**config.mk**
```make
export PLATFORM = sky130hd
export DESIGN_NAME = plic_lite
export DESIGN_NICKNAME = d
export VERILOG_FILES = /design/src/rtl/plic_pkg.sv /design/src/rtl/plic_arbiter.sv /design/src/rtl/plic_lite.sv
export SDC_FILE = /design/constraint.sdc
export NUM_CORES = 1
export LEC_CHECK = 0
export CAP_MARGIN = 10
export CORE_MARGIN = 5
export CORE_UTILIZATION = 45
export CTS_CLUSTER_SIZE = 30
export DETAILED_ROUTE_END_ITERATION = 8
export PLACE_DENSITY = 0.74
export REMOVE_ABC_BUFFERS = 1
export SYNTH_ARGS = -nofsm -noshare
export SYNTH_HDL_FRONTEND = slang
export SYNTH_SLANG_ARGS = --single-unit
```
**constraint.sdc**
```tcl
create_clock -name clk -period 15.19 [get_ports clk]
set_input_delay 1.519 -clock clk [delete_from_list [all_inputs] [get_ports clk]]
set_output_delay 1.519 -clock clk [all_outputs]
set_load 0.03 [all_outputs]
```
**src/rtl/plic_pkg.sv**
```systemverilog
// Shared definitions for the platform-level interrupt controller:
// register offsets, source-ID width and the gateway state encoding.
package plic_pkg;

  localparam int unsigned ID_W = 5;

  localparam logic [23:0] PLIC_PRIO_BASE = 24'h000000;
  localparam logic [23:0] PLIC_PEND      = 24'h001000;
  localparam logic [23:0] PLIC_EN        = 24'h002000;
  localparam logic [23:0] PLIC_THRESH    = 24'h200000;
  localparam logic [23:0] PLIC_CLAIM     = 24'h200004;

  typedef enum logic [1:0] {
    GW_IDLE,
    GW_PEND,
    GW_INSERV
  } gw_state_e;

endpackage

```
**src/rtl/plic_arbiter.sv**
```systemverilog
// Combinational priority arbiter: highest priority above threshold wins,
// ties resolved toward the lowest source ID; 0 means no candidate.
import plic_pkg::*;

module plic_arbiter #(
  parameter int unsigned NUM_SRC = 8,
  parameter int unsigned PRIO_W  = 3
) (
  input  logic [NUM_SRC*PRIO_W-1:0] prio,
  input  logic [NUM_SRC-1:0]        elig,
  input  logic [PRIO_W-1:0]         threshold,
  output logic [ID_W-1:0]           best_id
);

  logic [PRIO_W-1:0] best_prio;

  // Seeding with the threshold makes "strictly greater" both the threshold
  // test and the tie-break (a later equal priority never displaces).
  always_comb begin
    best_id   = '0;
    best_prio = threshold;
    for (int unsigned i = 0; i < NUM_SRC; i++) begin
      if (elig[i] && (prio[i*PRIO_W +: PRIO_W] > best_prio)) begin
        best_prio = prio[i*PRIO_W +: PRIO_W];
        best_id   = ID_W'(i + 1);
      end
    end
  end

endmodule

```
**src/rtl/plic_lite.sv**
```systemverilog
// PLIC top level: per-source gateways, register file, claim/complete
// handling, registered read data and registered external notification.
import plic_pkg::*;

module plic_lite #(
  parameter int unsigned NUM_SRC = 8,
  parameter int unsigned PRIO_W  = 3
) (
  input  logic               clk,
  input  logic               reset,
  input  logic [NUM_SRC-1:0] intr_bundle,
  input  logic               core_wen,
  input  logic               core_ren,
  input  logic [23:0]        core_addr,
  input  logic [31:0]        core_wdata,
  output logic [31:0]        core_rdata,
  output logic               plic_notif
);

  localparam logic [21:0] PRIO_WORD   = PLIC_PRIO_BASE[23:2];
  localparam logic [21:0] PEND_WORD   = PLIC_PEND[23:2];
  localparam logic [21:0] EN_WORD     = PLIC_EN[23:2];
  localparam logic [21:0] THRESH_WORD = PLIC_THRESH[23:2];
  localparam logic [21:0] CLAIM_WORD  = PLIC_CLAIM[23:2];

  logic [21:0]               word;
  gw_state_e                 gw      [NUM_SRC];
  gw_state_e                 gw_next [NUM_SRC];
  logic [NUM_SRC*PRIO_W-1:0] prio_q;
  logic [NUM_SRC-1:0]        en_q;
  logic [NUM_SRC-1:0]        pend;
  logic [NUM_SRC-1:0]        elig;
  logic [PRIO_W-1:0]         thresh_q;
  logic [ID_W-1:0]           best_id;
  logic                      claim_fire;
  logic                      complete_fire;
  logic [31:0]               rd_mux;
  logic                      unused_addr_bits;

  assign word             = core_addr[23:2];
  assign unused_addr_bits = ^core_addr[1:0];

  // A simultaneous write wins, so a read of the claim register is dropped.
  assign claim_fire    = core_ren && !core_wen && (word == CLAIM_WORD) && (best_id != '0);
  assign complete_fire = core_wen && (word == CLAIM_WORD);

  always_comb begin
    pend = '0;
    for (int unsigned i = 0; i < NUM_SRC; i++) begin
      pend[i] = (gw[i] == GW_PEND);
    end
  end

  assign elig = pend & en_q;

  plic_arbiter #(
    .NUM_SRC (NUM_SRC),
    .PRIO_W  (PRIO_W)
  ) u_arbiter (
    .prio      (prio_q),
    .elig      (elig),
    .threshold (thresh_q),
    .best_id   (best_id)
  );

  always_comb begin
    for (int unsigned i = 0; i < NUM_SRC; i++) begin
      gw_next[i] = gw[i];
      case (gw[i])
        GW_IDLE:   if (intr_bundle[i]) gw_next[i] = GW_PEND;
        GW_PEND:   if (claim_fire && (best_id == ID_W'(i + 1))) gw_next[i] = GW_INSERV;
        GW_INSERV: if (complete_fire && (core_wdata == 32'(i + 1))) gw_next[i] = GW_IDLE;
        default:   gw_next[i] = GW_IDLE;
      endcase
    end
  end

  always_ff @(posedge clk) begin
    for (int unsigned i = 0; i < NUM_SRC; i++) begin
      if (reset) gw[i] <= GW_IDLE;
      else       gw[i] <= gw_next[i];
    end
  end

  always_ff @(posedge clk) begin
    if (reset) begin
      prio_q   <= '0;
      en_q     <= '0;
      thresh_q <= '0;
    end else if (core_wen) begin
      if (word == EN_WORD)     en_q     <= core_wdata[NUM_SRC:1];
      if (word == THRESH_WORD) thresh_q <= core_wdata[PRIO_W-1:0];
      for (int unsigned i = 0; i < NUM_SRC; i++) begin
        if (word == PRIO_WORD + 22'(i + 1)) prio_q[i*PRIO_W +: PRIO_W] <= core_wdata[PRIO_W-1:0];
      end
    end
  end

  always_comb begin
    rd_mux = '0;
    if (word == PEND_WORD)   rd_mux = 32'({pend, 1'b0});
    if (word == EN_WORD)     rd_mux = 32'({en_q, 1'b0});
    if (word == THRESH_WORD) rd_mux = 32'(thresh_q);
    if (word == CLAIM_WORD)  rd_mux = 32'(best_id);
    for (int unsigned i = 0; i < NUM_SRC; i++) begin
      if (word == PRIO_WORD + 22'(i + 1)) rd_mux = 32'(prio_q[i*PRIO_W +: PRIO_W]);
    end
  end

  always_ff @(posedge clk) begin
    if (reset) begin
      core_rdata <= '0;
      plic_notif <= 1'b0;
    end else begin
      plic_notif <= (best_id != '0);
      if (core_wen && core_ren) core_rdata <= '0;
      else if (core_ren)        core_rdata <= rd_mux;
    end
  end

endmodule

```
==> metrics.csv <==
metric;value;unit
crit_required;15.42;ns
intPower;289.7;uW
synth.avg_cell_area;7.709;sq um
layoutNonFillerInstCount;756;
setup_tns;0;ns
yosysWarnings;0;
area_growth;22.42;%
nets;704;
io_buffers;75;
syn_area;4309;sq um
syn_inst;559;
antenna_found_initial;0;
slew_violations;0;
h-tree-depth;3;
maxCapViolCount;0;
setup_violations;0;
synth_edf_count;0;
yosys-top-cells-area;dfxtp_1 (28%), mux2i_1 (5.6%), nand2_1 (5.1%);
postCtsResizedCells;0;
power.total;382.8;uW
cts_tree;done;
wl_per_cell;17.38;microns
rsz0062_at_grt;false;
finalCriticalPeriod;12.91;ns
clkSlewWorstSetupHoldPaths;0.08;ns
post_cts_buffers;0;
ys_seq_area_frac;0.2834;
hpwlAfterDp;10090;microns
fill_cells;884;
yosysTopAreaCellShare;0.2834;
cts_hold_buf;0;
core;9284;sq um
grtUsageTotal;0.2273;
async_flop_share;0;
clk_path_buf_depth;2;
p_comb_frac;0.110;
clk_latency;0.34;ns
max_freq;77.44;MHz
numCtsBuffers;9;
switching_share;0.2430;
vias;4461;
power.density;72.56;nW/um^2
cp_slowest_stage_delay;0.58;ns
crit_path_end_kind;register;
dr.pass1.iters;5;
synth-seq-cells;61;
cp_common_cell;ha_1;
finalCritPeriodShare;0.8502;
grt_pass1_wl;21210;microns
die_area;11630;sq um
ir_drop;0.04791;mV
p_leak;0.001974;uW
dp.cells;740;
ant_nets;0;
crit_fanout;10;
rows;35;
via_per_inst;5.901;
place_congestion;0.9029;
fin_area;5275;sq um
diodes;0;
path_class;register to register;
drt-total-wl;13140;microns
start_kind;register;
drive_gt1_frac;0.06380;
dr.first_iter.drc_count;315;
synth.distinct_cells;78;
p_sw;93.03;uW
seqCellArea;1221;sq um
fp.dieH;107.9;microns
status;complete, no violations;
worst_slew_pin_slew;1.030;ns
placed_area;5036;sq um
cp_data_arrival_time;13.15;ns
holdCritPathClass;register to register;
p_seq_frac;0.425;
root_buffer;clkbuf_8;
grt_pass1_vias;4385;
num_io_pins;101;
synth_ff_type;dfxtp_1;
drc;0;
yosys.area.top_type;dfxtp_1;
start_util;0.4642;
hold_depth;1;
rr_worst_depth;58;
grt_max_degree;55;
finalHoldViolCount;0;
multiInputGateArea;2806;sq um
clkPwrFrac;0.464;
crit_slowest_cell;o311ai_0;
grt-ovfl-total;0;
worst_clock_skew;0.009239;ns
clock_sinks;61;
die_x;107.9;microns
max_slew_margin;0.3118;
## cell type report
class                   count  share of cell area
clock inverters             6             0.02111
repair buffers             76              0.1428
multi-input cells         449              0.5320
well taps                 129             0.03060
inverters                  25             0.01779
clock buffers              10             0.02419
flip-flops and latches     61              0.2315
## kinds of logic (layout without fill, tap and decap cells)
logic type,Yosys count,count (layout),share of synthesized area
and+or+nand+nor,254,254,0.3101
AOI/OAI and AO/OA,130,130,0.2140
buffers and inverters,71,117,0.08449
DFF,61,61,0.2834
muxes,26,26,0.06185
adders and majority gates,16,16,0.04530
other,1,23,0.0008702
## flip-flops by register name, summed over array words and instances, names as in the netlist
register / count
prio_q: 24
gw: 16
en_q: 8
plic_notif: 1
thresh_q: 3
core_rdata: 9
## critical path: cells and delay by family, from the launching register on
| family | cells | cell delay, ns |
|---|---|---|
| compound gates | 21 | 4.69 |
| simple gates | 22 | 4.25 |
| fa+ha+maj | 10 | 2.75 |
| flops | 1 | 0.47 |
| buf+inv | 4 | 0.37 |
| mux | 1 | 0.23 |
## metal layers
layer | global-route usage | routed length, microns
met1 | 0.2866 | 5514
met2 | 0.3952 | 6361
met3 | 0.04379 | 1072
met4 | 0.05951 | 193
met5 | 0 | 0
## stage by stage
stage	setup slack (ns)	hold slack, ns	utilization
global placement	2.929	0.4082	0.5425
floorplan	4.496	0.3981	-
finish	2.276	0.4277	0.5682
detailed placement	2.577	0.4201	0.5425
global route	1.400	0.4445	0.5682
CTS	2.554	0.4305	0.5682
## cell usage after synthesis (all sizes together), types with 10 or more instances
library cell  number
buf               27
and2              10
inv               25
ha                14
nand3             28
nor2b             14
nand2             59
nor4              10
clkbuf            19
o21ai             24
mux2i             24
a21oi             39
dfxtp             61
nor2              58
nor3              18
## power groups by stage
stage	sequential [uW]	combinational [uW]	clock, uW
after floorplan	166	14.7	0
final	163	42.2	178
after global placement	166	41.1	0
after detailed placement	167	41.6	0
after global routing	163	45.0	187
after CTS	163	41.7	178
## final timing paths
check	startpoint	to	slack, ns
setup / recovery	thresh_q[2]	gw[0][0]	2.28
hold / removal	gw[1][1]	gw[1][0]	0.43
hold reg to reg	gw[1][1]	gw[1][0]	0.43
setup reg to reg	thresh_q[2]	gw[0][0]	2.28
## layout by cell type (no fill, tap or decap), types with 3 or more instances in the layout
| cell | instances |
|---|---|
| clkdlybuf4s50_1 | 74 |
| inv_1 | 25 |
| nor4_1 | 10 |
| o211a_1 | 4 |
| or2_2 | 3 |
| mux2i_1 | 24 |
| o221ai_1 | 3 |
| nor2b_1 | 13 |
| nor3b_1 | 4 |
| and3_1 | 6 |
| a21oi_1 | 38 |
| ha_1 | 14 |
| a22oi_1 | 4 |
| and2_1 | 9 |
| conb_1 | 23 |
| o21ai_0 | 23 |
| nand4_1 | 5 |
| dfxtp_1 | 61 |
| nand4b_1 | 6 |
| nand2b_1 | 6 |
| o211ai_1 | 4 |
| o21a_1 | 3 |
| nand3b_1 | 3 |
| nor3_1 | 17 |
| o22ai_1 | 7 |
| nor4b_1 | 4 |
| a31oi_1 | 7 |
| bufinv_16 | 3 |
| or3_1 | 8 |
| nor2_1 | 57 |
| nand2_1 | 59 |
| a211oi_1 | 3 |
| nand3_1 | 28 |
| clkbuf_8 | 9 |
(Power assumes the default switching activity.)
